--- config.mk ---
export PLATFORM = sky130hd
export DESIGN_NAME = updown_mod_counter
export DESIGN_NICKNAME = d
export VERILOG_FILES = /design/src/rtl/updown_mod_counter.sv
export SDC_FILE = /design/constraint.sdc
export NUM_CORES = 1
export LEC_CHECK = 0
export ABC_AREA = 1
export BUFFER_PORTS_ARGS = -buffer_cell sky130_fd_sc_hd__buf_2
export CORE_ASPECT_RATIO = 0.7
export CORE_MARGIN = 4
export CORE_UTILIZATION = 36
export CTS_CLUSTER_DIAMETER = 60
export DETAILED_ROUTE_END_ITERATION = 10
export SETUP_SLACK_MARGIN = 0.5
export SLEW_MARGIN = 10
export SYNTH_ARGS = -nofsm -noshare
export SYNTH_HDL_FRONTEND = slang
export SYNTH_SLANG_ARGS = --single-unit
--- constraint.sdc ---
create_clock -name C -period 4.4 [get_ports C]
set_input_delay 0.22 -clock C [delete_from_list [all_inputs] [get_ports C]]
set_output_delay 0.22 -clock C [all_outputs]
set_load 0.02 [all_outputs]
--- src/rtl/updown_mod_counter.sv ---
// updown_mod_counter: parametrised up/down modulo counter.
//   Optional prescaler, synchronous load with clamp to MODULUS-1, wrap or
//   saturate at the limits, and a one-cycle terminal-count strobe.
//   Build option: define COUNTER_INPUT_SYNC_EN to pass T, U and L through
//   2-flop synchronizers, so they can be driven straight from buttons or
//   switches. This adds 2 cycles of latency on those three inputs.
// Ports:
//   C    - clock, rising edge
//   R    - synchronous reset, active-high
//   T    - count enable
//   U    - direction (1 = up, 0 = down)
//   L    - synchronous load strobe
//   D    - load value [WIDTH-1:0]
//   Q    - count value, registered
//   TC   - terminal-count strobe, registered
//   LedQ - registered copy of !Q[WIDTH-1], drives the active-low board LED
module updown_mod_counter #(
    parameter int unsigned     WIDTH    = 24,
    parameter longint unsigned MODULUS  = 64'd1 << WIDTH,
    parameter int unsigned     PRESCALE = 1,
    parameter int unsigned     SATURATE = 0
) (
    input  logic             C,
    input  logic             R,
    input  logic             T,
    input  logic             U,
    input  logic             L,
    input  logic [WIDTH-1:0] D,
    output logic [WIDTH-1:0] Q,
    output logic             TC,
    output logic             LedQ
);

    localparam int unsigned PW = (PRESCALE > 1) ? $clog2(PRESCALE) : 1;
    localparam logic [PW-1:0] P_LAST = PW'(PRESCALE - 1);
    // Limit kept one bit wider so MODULUS = 2**WIDTH compares exactly
    localparam logic [WIDTH:0] LIMIT_X = (WIDTH+1)'(MODULUS - 64'd1);

    logic tEff, uEff, lEff;

`ifdef COUNTER_INPUT_SYNC_EN
    // Two-flop synchronizers for the asynchronous control inputs
    logic [1:0] tSync, uSync, lSync;

    always_ff @(posedge C) begin
        if (R) begin
            tSync <= '0;
            uSync <= '0;
            lSync <= '0;
        end else begin
            tSync <= {tSync[0], T};
            uSync <= {uSync[0], U};
            lSync <= {lSync[0], L};
        end
    end

    assign tEff = tSync[1];
    assign uEff = uSync[1];
    assign lEff = lSync[1];
`else
    assign tEff = T;
    assign uEff = U;
    assign lEff = L;
`endif

    logic [PW-1:0]    pReg, pNext;
    logic [WIDTH-1:0] qNext;
    logic             tcNext;
    logic [WIDTH:0]   qExt, dExt;
    logic             stepC;

    assign qExt  = {1'b0, Q};
    assign dExt  = {1'b0, D};
    assign stepC = tEff && (pReg == P_LAST);

    // Next-state: load beats step beats prescale/hold
    always_comb begin
        pNext  = pReg;
        qNext  = Q;
        tcNext = 1'b0;
        if (lEff) begin
            pNext = '0;
            qNext = (dExt > LIMIT_X) ? WIDTH'(LIMIT_X) : D;
        end else if (stepC) begin
            pNext = '0;
            if (uEff) begin
                if (qExt == LIMIT_X) begin
                    tcNext = 1'b1;
                    qNext  = (SATURATE != 0) ? Q : '0;
                end else begin
                    qNext = WIDTH'(qExt + 1'b1);
                end
            end else begin
                if (qExt == '0) begin
                    tcNext = 1'b1;
                    qNext  = (SATURATE != 0) ? Q : WIDTH'(LIMIT_X);
                end else begin
                    qNext = WIDTH'(qExt - 1'b1);
                end
            end
        end else if (tEff) begin
            pNext = pReg + 1'b1;
        end
    end

    // State and registered outputs
    always_ff @(posedge C) begin
        if (R) begin
            pReg <= '0;
            Q    <= '0;
            TC   <= 1'b0;
            LedQ <= 1'b1;
        end else begin
            pReg <= pNext;
            Q    <= qNext;
            TC   <= tcNext;
            LedQ <= ~qNext[WIDTH-1];
        end
    end

endmodule

==> metrics.txt <==
fin crit period 2010 ps; endpoints failing setup 0; Die Ht 82.9 um; Synth Instances 506; Synth Area in Simple Gates 0.487; share of async-settable or async-resettable flops after synthesis 0; synth unique cells 31; maximum vdd ir drop 0.000200 V; Cell Area, Synth 2880 um^2; Nets 580; period utilization 0.457; worst hold path depth 2; Startpoint Class register; worst skew pair latency 280 ps; IO buf count 54; root buf cell clkbuf_16; R2R depth 10; TritonCTS clock tree done; adder-cell area share of the yosys netlist 0.0130; # DRC 0; IO Count 55; worst slew pin tran 779 ps; gr ovfl total 0; multiplexer area fraction after synthesis 0; chip width 115 um; most common library cells after synthesis 140 x nand2_1, 70 x inv_1, 63 x nor2_1, 49 x nand3_1, 38 x o21ai_0; first-pass GRT wire length 16300 um; crit path DAT 2150 ps; Fillers 890; Synth Flop Type dfxtp_1; setup TNS 0 ps; Layout Area Growth over Synthesis 13.1%; Layout Skew 6.55 ps; CP Max Fanout 15; Syn. warnings 0; post-route ant nets 0; largest net degree at the start of global routing 26; area share of the largest cell type after synthesis 0.187; post-synthesis sequential area ratio 0.187; Peak Freq 497 MHz; most common cell in the netlist nand2_1; final WL 9990 um; Tot Pwr 0.798 mW; Via Count 3344; Worst-path clk slew 70 ps; Final Max Tran Viols 0; Setup crit end kind register; largest area contributor in the netlist dfxtp_1; Routed WL per cell 15.4 um; share of cells above drive strength 1 0.196; crit path kind reg -> reg; initial core utilization 0.368; gpl congestion 1.00; outcome completed; CTS sink count 27; number of setup buffers added after CTS 0; diodes inserted 0; initial DRC count 265; row count 27; DR vias/cell 5.16; vias in the first global route 3053; top cells by area, synth dfxtp_1 19%, nand2_1 18%, inv_1 9.1%, nand3_1 8.5%, nor2_1 8.2%; relative slew slack 0.480; cts bufs inserted 3; largest family of logic cells by synthesized area simple AND/OR/NAND/NOR gates; H-Tree Depth 1; First-pass DRT Iterations 5; Post-Synth XOR/XNOR Area 0.0364; RSZ-0062 raised after global routing false; Final Hold Fails 0; die area 9530 um^2; CTS max path bufs 2; count of state elements after synthesis 27; P_leak 1.48 nW; Synth Net Count 538; syn_area_per_cell 5.70 um^2; Hold Crit Class in -> reg; total track usage 0.215; CP Data Required Time 4540 ps; Resized Gates After CTS 0; EDFF count, synth 0; Max Cap Violations 0; CORE AREA 7840 um^2; initial antenna violation count 0; Compound-Gate Fraction of Synth Area 0.146; # hold bufs at CTS 0; PwrDens 245 nW/um^2; detailed placement HPWL 7620 um
-- power by group --
group	leakage [nW]	total (mW)	switching [mW]	internal, mW
registers	0.223	0.296	0.0352	0.261
logic	1.22	0.278	0.190	0.0886
clock network	0.0409	0.224	0.101	0.123
total	1.48	0.798	0.326	0.473
-- routing by layer --
layer | vias up | GRT usage | part of all wire
li1 | 1689 | - | -
met1 | 1518 | 0.325 | 0.50
met2 | 124 | 0.295 | 0.39
met3 | 13 | 0.0721 | 0.095
met4 | 0 | 0.0352 | 0.010
met5 | - | 0 | 0
-- placed cells by master, fill, tap and decap left out, types with 10 or more instances in the layout --
| master | n |
|---|---|
| a21oi_1 | 19 |
| nand3_1 | 49 |
| nand2_1 | 140 |
| buf_2 | 54 |
| xor2_1 | 12 |
| nor2_1 | 63 |
| dfxtp_1 | 27 |
| nand3_2 | 10 |
| o21ai_0 | 38 |
| a21oi_2 | 10 |
| inv_1 | 70 |
-- flip-flops by register name (all words and copies together) (netlist names), named ones only --
signal  flops
TC          1
pReg        1
LedQ        1
Q          23
-- per-stage QoR --
| stage | hold slack, ps | util | cells | setup WS, ps | cell area, um^2 |
|---|---|---|---|---|---|
| floorplan | 289 | - | 506 | 2650 | 2880 |
| global placement | 403 | 0.406 | 644 | 2430 | 3180 |
| detailed placement | 403 | 0.406 | 644 | 2330 | 3180 |
| CTS | 99.7 | 0.416 | 648 | 2390 | 3260 |
| global route | 109 | 0.416 | 648 | 2210 | 3260 |
| finish | 111 | 0.416 | 648 | 2390 | 3260 |
-- logic make-up (layout without fill, tap and decap cells) --
logic type                 count (synthesis)  after routing
adders and majority gates                  3              3
and+or+nand+nor                          300            300
AOI/OAI and AO/OA                         74             74
xor gates and xnor gates                  12             12
buffers and inverters                     90            131
DFF                                       27             27
-- cell type report --
class                      instances  area, um^2  share of cell area
clock buffer                       3        75.1              0.0230
sequential                        27         541               0.166
tap                              101         126              0.0387
multi-input combinational        389        1970               0.603
clock inverter                     1        5.00             0.00153
inverter                          73         277              0.0848
timing repair buffer              54         270              0.0829
-- final timing paths --
check	slack [ps]	endpoint	startpoint
worst min-delay path	110	pReg	T
worst min register to register	440	pReg	pReg
worst max-delay path	2390	Q[1]	Q[0]
worst max register to register	2390	Q[1]	Q[0]
-- critical path, cell delays in order, from the launching register on --
cell and delay (ps):
dfxtp_1 450, ha_1 230, nand2_1 120, nor2_4 220, nand3_4 130, nor2_4 130, nand4_2 90, nand2_2 110
inv_2 180, nand3_1 130, a21oi_1 60
Note: power is estimated with default switching activity, not from simulation.
